`src/rtl/sdram_client_port.sv`:
```
// Client-side request/response port for an SDRAM controller: packs requests into
// writer-FIFO command words and returns read data in order from the reader FIFO.
module sdram_client_port #(
    parameter int MAX_OUTSTANDING = 4
) (
    input  logic        clk,
    input  logic        reset_n_i,
    input  logic        req_valid_i,
    output logic        req_ready_o,
    input  logic        req_we_i,
    input  logic [23:0] req_addr_i,
    input  logic [15:0] req_data_i,
    output logic [59:0] writer_d_o,
    output logic        writer_enq_o,
    input  logic        writer_full_i,
    input  logic [15:0] reader_q_i,
    output logic        reader_deq_o,
    input  logic        reader_empty_i,
    output logic        rsp_valid_o,
    input  logic        rsp_ready_i,
    output logic [15:0] rsp_data_o,
    output logic [3:0]  outstanding_o
);

    typedef enum logic [1:0] {
        R_IDLE,
        R_DEQ,
        R_CAP,
        R_HOLD
    } rstate_t;

    localparam logic [3:0] MAX_CNT = 4'(MAX_OUTSTANDING);

    rstate_t     state_reg, state_next;
    logic [59:0] writer_d_reg;
    logic        writer_enq_reg;
    logic        rsp_valid_reg, rsp_valid_next;
    logic [15:0] rsp_data_reg, rsp_data_next;
    logic [3:0]  outstanding_reg, outstanding_next;
    logic        accept;
    logic        rd_accept;
    logic        cap;
    logic        deq;

    // Blocking on the previous enqueue hides the one-cycle lag of writer_full_i.
    assign req_ready_o = !writer_full_i && !writer_enq_reg
                         && (req_we_i || (outstanding_reg < MAX_CNT));
    assign accept      = req_valid_i && req_ready_o;
    assign rd_accept   = accept && !req_we_i;

    always_comb begin
        state_next       = state_reg;
        rsp_valid_next   = rsp_valid_reg;
        rsp_data_next    = rsp_data_reg;
        outstanding_next = outstanding_reg;
        deq              = 1'b0;
        cap              = 1'b0;
        case (state_reg)
            R_IDLE: begin
                // Data arriving with nothing outstanding is spurious and left in the FIFO.
                if (!reader_empty_i && (outstanding_reg != 4'd0)) begin
                    deq        = 1'b1;
                    state_next = R_DEQ;
                end
            end
            R_DEQ: state_next = R_CAP;
            R_CAP: begin
                cap            = 1'b1;
                rsp_data_next  = reader_q_i;
                rsp_valid_next = 1'b1;
                state_next     = R_HOLD;
            end
            R_HOLD: begin
                if (rsp_ready_i) begin
                    rsp_valid_next = 1'b0;
                    state_next     = R_IDLE;
                end
            end
            default: state_next = R_IDLE;
        endcase
        case ({rd_accept, cap})
            2'b10:   outstanding_next = outstanding_reg + 4'd1;
            2'b01:   outstanding_next = outstanding_reg - 4'd1;
            default: outstanding_next = outstanding_reg;
        endcase
    end

    always_ff @(posedge clk or negedge reset_n_i) begin
        if (!reset_n_i) begin
            state_reg       <= R_IDLE;
            writer_d_reg    <= '0;
            writer_enq_reg  <= 1'b0;
            rsp_valid_reg   <= 1'b0;
            rsp_data_reg    <= '0;
            outstanding_reg <= '0;
        end else begin
            state_reg       <= state_next;
            rsp_valid_reg   <= rsp_valid_next;
            rsp_data_reg    <= rsp_data_next;
            outstanding_reg <= outstanding_next;
            writer_enq_reg  <= accept;
            if (accept) begin
                writer_d_reg <= {19'd0, req_we_i, req_addr_i, (req_we_i ? req_data_i : 16'h0)};
            end
        end
    end

    assign writer_d_o    = writer_d_reg;
    assign writer_enq_o  = writer_enq_reg;
    assign reader_deq_o  = deq;
    assign rsp_valid_o   = rsp_valid_reg;
    assign rsp_data_o    = rsp_data_reg;
    assign outstanding_o = outstanding_reg;

endmodule

```
`config.mk`:
```
export PLATFORM = sky130hd
export DESIGN_NAME = sdram_client_port
export DESIGN_NICKNAME = d
export VERILOG_FILES = /design/src/rtl/sdram_client_port.sv
export SDC_FILE = /design/constraint.sdc
export NUM_CORES = 1
export LEC_CHECK = 0
export CAP_MARGIN = 20
export CORE_ASPECT_RATIO = 2
export CORE_MARGIN = 8
export CORE_UTILIZATION = 36
export CTS_CLUSTER_SIZE = 12
export DETAILED_ROUTE_END_ITERATION = 10
export PLACE_DENSITY = 0.76
export SLEW_MARGIN = 20
export SYNTH_ARGS = -nofsm -noshare
export SYNTH_HDL_FRONTEND = slang
export SYNTH_SLANG_ARGS = --single-unit
```
`constraint.sdc`:
```
create_clock -name clk -period 2.23 [get_ports clk]
set_input_delay 0.446 -clock clk [delete_from_list [all_inputs] [get_ports clk]]
set_output_delay 0.446 -clock clk [all_outputs]
set_load 0.02 [all_outputs]
```
* Yosys cells after proc, flatten, opt, wreduce, memory -nomap -nowiden *
Cells that the tools add are included.

operators by class
  reduce and logical (&&, ||, !) cells = 16
  $lt $le $gt $ge = 1
  equality and inequality tests = 7
  add/subtract/negate cells = 2
  multiplexer cells = 10

operators with widths
  operator                                              number
  2-to-1 mux 16 bit                                     1
  case mux 2 bit (4 select lines)                       1
  case mux 4 bit (2 select lines)                       1
  equality test 2 bit (second input constant)           3
  logical AND 1 bit                                     5
  adder 4 x 1 -> 4 bit (second input constant)          1
  equality test 2 x 1 -> 1 bit (second input constant)  2
  zero test 1 bit                                       4
  < comparator 4 x 3 -> 1 bit (second input constant)   1
  2-to-1 mux 1 bit                                      4
  2-to-1 mux 2 bit                                      2
  != test 2 bit (second input constant)                 2
  AND reduction 2 bit                                   2
  nonzero test 2 bit                                    2
  nonzero test 4 bit                                    1
  subtractor 4 x 1 -> 4 bit (second input constant)     1
  zero test 2 bit                                       1
  case mux 1 bit (2 select lines)                       1
  logical OR 1 bit                                      1

storage, ports and cells
  word-level logic and storage cells = 42
  register bits = 65
  output and inout port bits = 84

* Longest topological paths before layout *
  depth after elaboration = 7
  mapped depth = 10
  mapped depth without buffers = 9

* Least setup slack after synthesis *
Ideal clock, no wire load.

  kind = register to register
  start point = register outstanding_reg[3] (netlist: outstanding_o[3])
  end point = register outstanding_reg[3] (netlist: outstanding_o[3])
  buffers on the path = 1
  slack = -164 ps
  library setup time = 80 ps
  cell stages (with the launch flop) = 11
  arrival time = 2315 ps
  required time = 2150 ps
  cells stage by stage = dfrtp_1 nor2_2 o211ai_4 buf_6 or2_2 ha_1 ha_1 nand3_1 and3_1 nor3_1 xor2_1

between the ends
  longest elaborated chain between the ends = 7

ends and longest elaborated chain
  element                                                                       line  text
  from (decl)                                                                   39    logic [3:0] outstanding_reg, outstanding_next;
  from (signal assigned)                                                        100   outstanding_reg <= outstanding_next;
  < comparator 4 x 3 -> 1 bit                                                   47    && (req_we_i || (outstanding_reg < MAX_CNT));
  logical OR 1 bit                                                              47
  logical AND 1 bit                                                             47
  logical AND 1 bit                                                             48    assign accept = req_valid_i && req_ready_o;
  logical AND 1 bit                                                             49    assign rd_accept = accept && !req_we_i;
  equality test 2 x 1 -> 1 bit / equality test 2 bit (equally long branches)    81    case ({rd_accept, cap})
  case mux 4 bit (2 select lines) / nonzero test 2 bit (equally long branches)  -

Several ways; a longest one is shown, not always the timed one.
A chain may end at the register's enable or synchronous reset.

* Worst setup path in the final report *
  start point = input writer_full_i
  end point = register outstanding_reg[3] (netlist: outstanding_o[3])

between the ends
  longest elaborated chain between the ends = 7

ends and longest elaborated chain
  element                                                                       line  text
  from (decl)                                                                   15    input logic writer_full_i,
  zero test 1 bit (*)                                                           46    assign req_ready_o = !writer_full_i && !writer_enq_reg
  logical AND 1 bit (*)                                                         46
  logical AND 1 bit (*)                                                         47
  logical AND 1 bit (*)                                                         48
  logical AND 1 bit (*)                                                         49
  equality test 2 x 1 -> 1 bit / equality test 2 bit (equally long branches)    81
  case mux 4 bit (2 select lines) / nonzero test 2 bit (equally long branches)  -

Every way passes the cells marked *; elsewhere a longest branch is shown, timed or not.

==> results.txt <==
- Total Neg Setup Slack: 0 ps
- Synth top cells by count: sky130_fd_sc_hd__dfrtp_1 (65), sky130_fd_sc_hd__nand2_1 (34), sky130_fd_sc_hd__mux2_4 (26)
* Netlist area before placement: between 2000 and 3000 sq um
* Quantity of I/O buffers inserted on ports: between 100 and 150
- Clock latency on the worst-skew pair, taken at its later pin, is ~320 ps.
- The Yosys step of the flow raised 0 warnings.
- For this run, the top clock speed supported by timing is 459 MHz.
* Tcrit/Tclk final: 0.977
- Total CTS buffers: 9
* Status: completed
- Sequential share of the synthesized area: 0.552
- Worst-path cell with the longest stage delay: sky130_fd_sc_hd__clkdlybuf4s50_1
* Clock sink total: 65
* Largest stage delay on the critical path: around 440 ps
* Number of instances in the synthesized netlist: 226
- Distinct cells, synth: 31
* Area fraction of the dominant cell type after synthesis: 0.552
- Via count of the first global-routing pass: between 2k and 2.5k
- Number of ports placed on the die boundary: ~150
- Hold bufs inserted after CTS: 0
- Dividing total power by cell area gives a power density of 1390 nW/um^2.
- After the last flow step, the layout net total stands at around 430.
- Inserted Diodes: 0
- Launch instance of the worst register-to-register path: outstanding_o[2]
- Across the routed clock network, the largest skew measured is a little over 6 ps.
- Flip-flop count of the largest register, all copies and words added: 41
* CTS tree: yes
* Pin count of the biggest net entering global routing: 59
- The congestion estimate from routability-driven global placement came to about 0.75.
- Mean cell area of the mapped netlist: roughly 13 sq um
* Clock slew at the register clock pins of the worst setup and hold paths: 50 ps
* Post-DP HPWL: between 6000 and 7000 microns
- In the global route stage, overall resource usage came out at 0.140.
* Grt total ovfl: 0
- Max Cap Violations: 0
* FFs w/ async S/R, synth: 1.00
* Peak VDD IR: 0.664 mV
- The cell that appears most often on the critical path is sky130_fd_sc_hd__ha_4.
* Per-cell via count in the routed design: 4.51
- DIE HEIGHT: 144 microns
- Worst-margin pin slew: 774 ps
- Setup repair after global routing left no endpoint under its margin.
* Initial core utilization: 0.371
* H-tree depth reported by CTS: 3
* Final critical delay including setup and external delays: 2180 ps
* DIE WIDTH: around 80 microns
- Top-count cell post-synth: sky130_fd_sc_hd__dfrtp_1
* Count of routing violations after the opening detailed-route iteration: between 60 and 70
- Area growth from synthesis to layout: 55.3%
- Crit Path Max Fanout: 3
* Final hold violation count: 0
- On the critical path the largest part of the delay comes from simple AND/OR/NAND/NOR gates.
- Fin util: 0.576
- In this run the register-to-register setup slack is about 160 ps.
- Walking the worst path, the cells encountered are clkdlybuf4s50_1 > nor2_4 > o211ai_4 > or2_4 > ha_4 > ha_4 > nand3_1 > and3_1 > nor3_2 > xor2_1.
- Total of flip-flops plus latches after synthesis: 65
- Main flop type after synthesis: sky130_fd_sc_hd__dfrtp_1
- Yosys mapped a number of flops with a built-in enable equal to 0.
- Headroom to the max-slew limit came out at 0.484.
- Reg-to-reg endpoint: outstanding_o[3]
* Worst setup path category: input pin to flip-flop
- Worst Path Arrival: 2420 ps
- Setup violations remaining at the end of the flow were counted as 0.
- Via count of the routed design: 2090
* Initial antenna violation count: 0
* Drc violations: 0
* Number of buffer and inverter instances along the worst setup path: 1
- In this run the clock root is driven by a sky130_fd_sc_hd__clkbuf_16.
* Wire length per cell after detailed routing: 17.2 microns
- Library cell with the largest summed area after synthesis: sky130_fd_sc_hd__dfrtp_1
- For the worst setup path, the data required time is 2470 ps.
- Element type at the critical path end: flip-flop
- Worst R2R Path Depth: 9
- The first global-routing pass estimated about 12000 microns of wire.
- Post-Route WL: 7960 microns
- The core region is roughly 7900 sq um.
- The die covers around 12000 sq um.
- Deepest clock path buffer count: 2
* 1st-pass router iterations: 4
* Row Count: 46
* Biggest area contributors in the synthesized netlist: sky130_fd_sc_hd__dfrtp_1 (55%), sky130_fd_sc_hd__mux2_4 (13%), sky130_fd_sc_hd__mux2_2 (6.1%)
- Number of max-slew violations in the final report: 0
* ANT nets after route: 0
- In the final layout, the share of cells above drive strength 1 is 0.221.
- STA classifies the critical path startpoint as an input pin.
- In this run the static leakage power is 2.08 nW.
* Class of the tightest hold or removal check: input pin to async pin
-- per-layer routing --
layer / vias up / global-route usage / wire (microns)
met3: 17 / 0.0336 / 484
met4: 0 / 0.0869 / 323
li1: 979 / - / -
met1: 1001 / 0.144 / 2790
met2: 93 / 0.245 / 4350
met5: - / 0 / 0
-- where the power goes --
group	internal (mW)	switching, mW	leakage [nW]	total [mW]
registers	1.69	0.304	0.781	1.99
clock network	0.805	0.452	0.139	1.26
logic	1.67	1.46	1.16	3.12
-- final cells by class --
class | count | area [sq um]
flip-flops and latches | 65 | 1630
well taps | 96 | 120
inverters | 9 | 33.8
clock buffers | 13 | 260
repair buffers | 136 | 1340
multi-input cells | 141 | 1170
fillers | 683 | 3370
clock inverters | 3 | 15.0
-- cells in the final DEF, fill, tap and decap left out, types with 8 or more instances in the layout --
cell,count
sky130_fd_sc_hd__clkdlybuf4s50_1,124
sky130_fd_sc_hd__conb_1,19
sky130_fd_sc_hd__mux2_4,26
sky130_fd_sc_hd__o21ai_0,15
sky130_fd_sc_hd__inv_1,9
sky130_fd_sc_hd__dfrtp_1,62
sky130_fd_sc_hd__clkbuf_16,9
sky130_fd_sc_hd__mux2_2,16
sky130_fd_sc_hd__nand2_1,34
sky130_fd_sc_hd__buf_4,8
-- worst max path at each step --
stage	from	end	slack (ps)	depth (start not counted)
after detailed placement	writer_full_i	outstanding_o[3]	-400	10
final	writer_full_i	outstanding_o[3]	50	10
after global routing	writer_full_i	outstanding_o[3]	6	10
after global placement	writer_full_i	outstanding_o[3]	-320	10
after floorplan	outstanding_o[2]	outstanding_o[3]	-9	10
after CTS	writer_full_i	outstanding_o[3]	8	10
-- cells by family (layout without fill, tap and decap cells) --
group / after synthesis / count (layout) / share of synthesized area
flops: 65 / 65 / 0.552
compound gates: 25 / 25 / 0.0560
mux: 43 / 43 / 0.197
fa+ha+maj: 8 / 8 / 0.0365
other cells: 1 / 19 / 0.00127
simple gates: 43 / 43 / 0.0598
xor+xnor: 3 / 3 / 0.00892
buf+inv: 38 / 161 / 0.0887
-- through the flow --
| stage | cell area (sq um) | cells | hold slack, ps | total power, mW | setup WS [ps] |
|---|---|---|---|---|---|
| global placement | 4290 | 446 | 451 | 5.06 | -316 |
| floorplan | 3060 | 244 | 150 | 3.76 | -9.36 |
| detailed placement | 4290 | 446 | 453 | 5.17 | -398 |
| finish | 4580 | 463 | 95.8 | 6.37 | 51.0 |
| CTS | 4570 | 462 | 105 | 6.47 | 7.82 |
| global route | 4580 | 463 | 129 | 6.77 | 6.37 |
-- timing repair --
item | in CTS | in global routing
gates cloned | 0 | 0
resized for setup | 3 | 0
buffers inserted | 0 | 1
hold endpoints to repair | 0 | 0
endpoints found under the setup margin | 3 | 1
pin swaps | 0 | 2
Note: power is estimated with default switching activity, not from simulation.
